===== config.mk =====
export PLATFORM = sky130hd
export DESIGN_NAME = regfile_write_ctrl
export DESIGN_NICKNAME = d
export VERILOG_FILES = /design/src/rtl/cpu_pkg.sv /design/src/rtl/rr_arbiter2.sv /design/src/rtl/regfile_write_ctrl.sv
export SDC_FILE = /design/constraint.sdc
export NUM_CORES = 1
export LEC_CHECK = 0
export CAP_MARGIN = 40
export CORE_MARGIN = 3
export CORE_UTILIZATION = 40
export CTS_BUF_LIST = sky130_fd_sc_hd__clkbuf_8
export DETAILED_ROUTE_END_ITERATION = 10
export PLACE_DENSITY = 0.86
export SYNTH_ARGS = -nofsm -noshare
export SYNTH_HDL_FRONTEND = slang
export SYNTH_HIERARCHICAL = 1
export SYNTH_SLANG_ARGS = --single-unit
export TNS_END_PERCENT = 50

===== constraint.sdc =====
create_clock -name clk -period 3.8 [get_ports clk]
set_clock_uncertainty 0.1 [all_clocks]
set_input_delay 0.38 -clock clk [delete_from_list [all_inputs] [get_ports clk]]
set_output_delay 0.38 -clock clk [all_outputs]
set_load 0.01 [all_outputs]

===== src/rtl/cpu_pkg.sv =====
// rtl/cpu_pkg.sv - shared widths and writeback requester IDs
package cpu_pkg;

    localparam int DATA_W   = 8;
    localparam int ADDR_W   = 3;
    localparam int NUM_REGS = 4;

    // Requester IDs double as bit positions in the arbiter req/gnt vectors
    typedef enum logic {
        REQ_ALU = 1'b0,
        REQ_MEM = 1'b1
    } req_id_e;

endpackage


===== src/rtl/rr_arbiter2.sv =====
// rtl/rr_arbiter2.sv - two-way round-robin arbiter with combinational grant
module rr_arbiter2
    import cpu_pkg::*;
(
    input  logic       clk,
    input  logic       rst_n,
    input  logic [1:0] req,
    output logic [1:0] gnt
);

    req_id_e last_grant_q;
    req_id_e last_grant_d;

    // Grant the lone requester, or on conflict the one that did not win last; nothing while in reset
    always_comb begin
        gnt          = 2'b00;
        last_grant_d = last_grant_q;
        if (rst_n) begin
            gnt[REQ_ALU] = req[REQ_ALU] & (~req[REQ_MEM] | (last_grant_q == REQ_MEM));
            gnt[REQ_MEM] = req[REQ_MEM] & (~req[REQ_ALU] | (last_grant_q == REQ_ALU));
        end
        if (gnt[REQ_ALU]) begin
            last_grant_d = REQ_ALU;
        end else if (gnt[REQ_MEM]) begin
            last_grant_d = REQ_MEM;
        end
    end

    // Remember the most recent winner; reset favours the ALU on the first conflict
    always_ff @(posedge clk or negedge rst_n) begin
        if (!rst_n) begin
            last_grant_q <= REQ_MEM;
        end else begin
            last_grant_q <= last_grant_d;
        end
    end

endmodule


===== src/rtl/regfile_write_ctrl.sv =====
// rtl/regfile_write_ctrl.sv - register-file write port sharing and busy scoreboard
module regfile_write_ctrl #(
    parameter int DATA_W   = 8,
    parameter int ADDR_W   = 3,
    parameter int NUM_REGS = 4
) (
    input  logic                clk,
    input  logic                rst_n,
    input  logic                alu_req,
    input  logic [ADDR_W-1:0]   alu_addr,
    input  logic [DATA_W-1:0]   alu_data,
    output logic                alu_gnt,
    input  logic                mem_req,
    input  logic [ADDR_W-1:0]   mem_addr,
    input  logic [DATA_W-1:0]   mem_data,
    output logic                mem_gnt,
    output logic                rf_write_en,
    output logic [ADDR_W-1:0]   rf_write_addr,
    output logic [DATA_W-1:0]   rf_write_data,
    input  logic                rsv_en,
    input  logic [ADDR_W-1:0]   rsv_addr,
    input  logic [ADDR_W-1:0]   chk_addr1,
    input  logic [ADDR_W-1:0]   chk_addr2,
    output logic                chk_busy1,
    output logic                chk_busy2,
    output logic [NUM_REGS-1:0] busy_mask,
    output logic                rsv_err
);

    import cpu_pkg::*;

    localparam int IDX_W = $clog2(NUM_REGS);

    // Physical register index: upper address bits alias onto the low registers
    function automatic logic [IDX_W-1:0] reg_idx(input logic [ADDR_W-1:0] a);
        return IDX_W'(32'(a) % 32'(NUM_REGS));
    endfunction

    logic [1:0]          gnt;
    logic                rf_write_en_q,   rf_write_en_d;
    logic [ADDR_W-1:0]   rf_write_addr_q, rf_write_addr_d;
    logic [DATA_W-1:0]   rf_write_data_q, rf_write_data_d;
    logic [NUM_REGS-1:0] busy_q,          busy_d;
    logic                rsv_err_q,       rsv_err_d;

    rr_arbiter2 u_arb (
        .clk   (clk),
        .rst_n (rst_n),
        .req   ({mem_req, alu_req}),
        .gnt   (gnt)
    );

    assign alu_gnt = gnt[REQ_ALU];
    assign mem_gnt = gnt[REQ_MEM];

    // Winner's write goes to the register-file port; addr/data hold when idle
    always_comb begin
        rf_write_en_d   = alu_gnt | mem_gnt;
        rf_write_addr_d = rf_write_addr_q;
        rf_write_data_d = rf_write_data_q;
        if (alu_gnt) begin
            rf_write_addr_d = alu_addr;
            rf_write_data_d = alu_data;
        end else if (mem_gnt) begin
            rf_write_addr_d = mem_addr;
            rf_write_data_d = mem_data;
        end
    end

    // Scoreboard: clear on the write the register file performs this edge, then set on reservation
    always_comb begin
        busy_d    = busy_q;
        rsv_err_d = rsv_err_q;
        if (rf_write_en_q) begin
            busy_d[reg_idx(rf_write_addr_q)] = 1'b0;
        end
        if (rsv_en) begin
            // A register being retired this very edge is free for a new reservation
            if (busy_q[reg_idx(rsv_addr)] && !busy_d[reg_idx(rsv_addr)] == 1'b0) begin
                rsv_err_d = 1'b1;
            end
            busy_d[reg_idx(rsv_addr)] = 1'b1;
        end
    end

    // Write-port register stage and scoreboard state
    always_ff @(posedge clk or negedge rst_n) begin
        if (!rst_n) begin
            rf_write_en_q   <= 1'b0;
            rf_write_addr_q <= '0;
            rf_write_data_q <= '0;
            busy_q          <= '0;
            rsv_err_q       <= 1'b0;
        end else begin
            rf_write_en_q   <= rf_write_en_d;
            rf_write_addr_q <= rf_write_addr_d;
            rf_write_data_q <= rf_write_data_d;
            busy_q          <= busy_d;
            rsv_err_q       <= rsv_err_d;
        end
    end

    assign rf_write_en   = rf_write_en_q;
    assign rf_write_addr = rf_write_addr_q;
    assign rf_write_data = rf_write_data_q;
    assign busy_mask     = busy_q;
    assign rsv_err       = rsv_err_q;
    assign chk_busy1     = busy_q[reg_idx(chk_addr1)];
    assign chk_busy2     = busy_q[reg_idx(chk_addr2)];

endmodule

==> key figures <==
Run status
  • Status: complete, no violations

Clocking
  • Max H-tree Level: 1
  • # Post-CTS Setup Buffers: 0
  • CTS buffer count: 3
  • Clk pin slew, worst setup/hold paths: 0.06 ns
  • Clock Tree Root: clkbuf_8
  • CTS tree: done
  • # hold bufs at CTS: 0
  • Cts repair resizes: 0
  • CTS max path bufs: 2
  • Clock Latency Late Sink: 0.24 ns
  • Clock sink count: 18

Timing
  • Max Fclk: 0.3764 GHz
  • RSZ-0062 raised after global routing: false
  • Tcrit/Tclk final: 0.6992
  • Hold Vio Cnt, Final: 0
  • Slew @ Worst Pin: 0.2489 ns
  • Setup-failing EPs final: 0
  • Final Max Slew Viols: 0
  • Relative slew slack: 0.8341
  • TNS Setup: 0 ns
  • Minimum clock period: 2.657 ns

Finish
  • Diode count: 0
  • Area grow syn2layout: 69.05%
  • # nets final: 182
  • Layout Cells excl Fill: 172
  • Layout cells sized above 1: 0.06897

Worst setup path
  • CP Launch Type: input port
  • Crit-path cells: clkdlybuf4s50_1 > buf_4 > nand2_1 > a21oi_1 > buf_4 > clkdlybuf4s50_1
  • Crit path max fanout: 21
  • Setup Crit Path Kind: input port to output pin
  • Critical path capture point type: output pin
  • CP arrival: 2.18 ns
  • Critical Path Slowest Stage Cell: clkdlybuf4s50_1
  • R2r worst-path depth: 3
  • R2R Setup Slk: 2.47 ns
  • CP peak stage delay: 0.59 ns
  • Worst r2r dst: rf_write_en
  • Worst path required time: 3.32 ns
  • Worst reg2reg startpoint: u_arb/last_grant_q

Power
  • Psw: 0.0001927 W
  • Static Leak: 0.6115 nW
  • VDD IR max: 0.3181 mV
  • Comb pwr share: 0.383
  • Flop pwr share: 0.423
  • PwrDens: 435.9 nW/um^2
  • Int Pwr: 0.0004655 W
  • Switching share of power: 0.2928
  • Clock share of power: 0.194

Logic synthesis
  • Synthesized netlist cell count: 88
  • EDFF count, synth: 0
  • Fraction of registers with async set/reset: 1.000
  • Post-Syn Area per Cell: 10.15 sq um
  • Area leader, netlist: dfrtp_1
  • Top_reg_cell synth: dfrtp_1
  • Share of the synthesized area in the top cell type: 0.4762
  • Ys Warns: 6
  • Register area share after synthesis: 0.5056
  • #FFs+latches synth: 18
  • Net Count, Synth: 124
  • Post-synth cell types: 20
  • Synth top area cells: dfrtp_1, mux2i_1, o21ai_0
  • Syn Std Cell Area: 893.4 sq um

GRT
  • First-pass GRT wire length: 3870 um
  • Met2 Use GR: 0.3306
  • GR Util met1: 0.2168
  • Met3 usage in global routing: 0.05352
  • All-layer global routing usage: 0.1863
  • Largest net degree at the start of global routing: 25
  • GRT Max-Usage Layer: met2
  • Vias in the first global route: 899
  • Remaining Overflow, GRT: 0
  • Initial antenna violation count: 0

Floorplanning
  • Core ar.: 2042 sq um
  • Io pins: 57
  • Die Y: 53.26 um
  • Initial core utilization: 0.4375
  • Width of the die: 53.26 um
  • Die Footprint: 2837 sq um
  • Rows: 16

Worst hold path
  • Hold crit path type: input port to async pin

Routing
  • Wire length per cell: 13.70 um
  • Number of DRC violations after detailed routing: 0
  • DR pass1 iterations: 4
  • Final ANT Viol Nets: 0
  • WL final: 2356 um
  • DR vias/cell: 5.029
  • Via count: 865
  • DRT iter0 DRCs: 5

Placed design
  • Final RePlAce weighted congestion: 0.8280
  • PortBufs: 53
  • Dpl hpwl: 1937 um
  • Cell total after placement: 168

Flow run
  • MaxCap Viol Count: 0
-- worst max-delay path by stage --
stage | from | to | slack, ns | cells past startpoint
2_1_floorplan | rst_n | rf_write_addr[0] | 2.24 | 5
3_3_place_gp | rst_n | mem_gnt | 1.15 | 6
3_5_place_dp | rst_n | mem_gnt | 1.11 | 6
4_1_cts | rst_n | mem_gnt | 1.11 | 6
5_1_grt | rst_n | mem_gnt | 1.03 | 6
6_report | rst_n | mem_gnt | 1.14 | 6
-- final cells by class --
type,count,area [sq um]
timing repair buffer,56,553.0
fill,165,531.8
sequential,18,451.7
multi-input combinational,64,415.4
clock buffer,3,41.29
tap,27,33.78
inverter,3,11.26
clock inverter,1,3.754
-- power by group through the flow --
stage | registers, W | logic [W] | clock network [W]
3_3_place_gp | 0.000277 | 0.000247 | 0
3_5_place_dp | 0.000281 | 0.000256 | 0
4_1_cts | 0.000279 | 0.000256 | 0.000131
2_1_floorplan | 0.000291 | 0.0000794 | 0
6_report | 0.000278 | 0.000252 | 0.000128
5_1_grt | 0.000285 | 0.000274 | 0.000141
-- flip-flops by register name, indices dropped and copies added, names as in the netlist --
signal and count:
rsv_err 1, rf_write_data 8, busy_mask 4, rf_write_en 1, rf_write_addr 3, u_arb/last_grant_q 1
-- cell usage in the layout (no fill, tap or decap), types with 2 or more instances in the layout --
cell,netlist,layout
dfrtp_1,17,17
mux4_2,2,2
o21ai_0,19,19
nand2_1,18,18
inv_1,3,4
buf_4,1,3
clkbuf_8,0,3
clkdlybuf4s50_1,0,53
a21oi_1,3,3
mux2i_1,12,12
-- cells in the mapped netlist (2+ instances only) --
library cell and number:
o21ai_0 19, nand2_1 18, dfrtp_1 17, mux2i_1 12
a21oi_1 3, inv_1 3, clkbuf_1 2, mux4_2 2
-- cell families (layout without fill, tap and decap cells) --
logic type,count (synthesis),count (layout),synth area share
DFF,18,18,0.5056
muxes,14,14,0.1849
AOI/OAI and AO/OA,26,26,0.1597
and+or+nand+nor,23,23,0.1107
buffers and inverters,6,63,0.02942
xor gates and xnor gates,1,1,0.009806
-- critical path, delay by kind of cell --
kind / cells / cell delay, ns
AO/OA/AOI/OAI: 1 / 0.13
AND/OR/NAND/NOR: 1 / 0.11
buffers and inverters: 4 / 1.56
-- stage by stage --
stage	hold WS (ns)	power (W)	util	setup WS [ns]	instance area, sq um
after CTS	0.3840	0.0006651	0.7396	1.108	1510
final	0.3764	0.0006582	0.7396	1.143	1510
after detailed placement	0.3603	0.0005367	0.7175	1.114	1465
after global placement	0.3559	0.0005248	0.7175	1.152	1465
after floorplan	-0.01559	0.0003705	-	2.236	893.4
after global routing	0.3946	0.0007001	0.7396	1.031	1510
-- metal layers --
layer  routed length, um  part of all wire
met1                 966              0.41
met2                1168              0.50
met3                 221             0.094
met4                   0                 0
met5                   0                 0
Power figures use the tool's default switching activity.
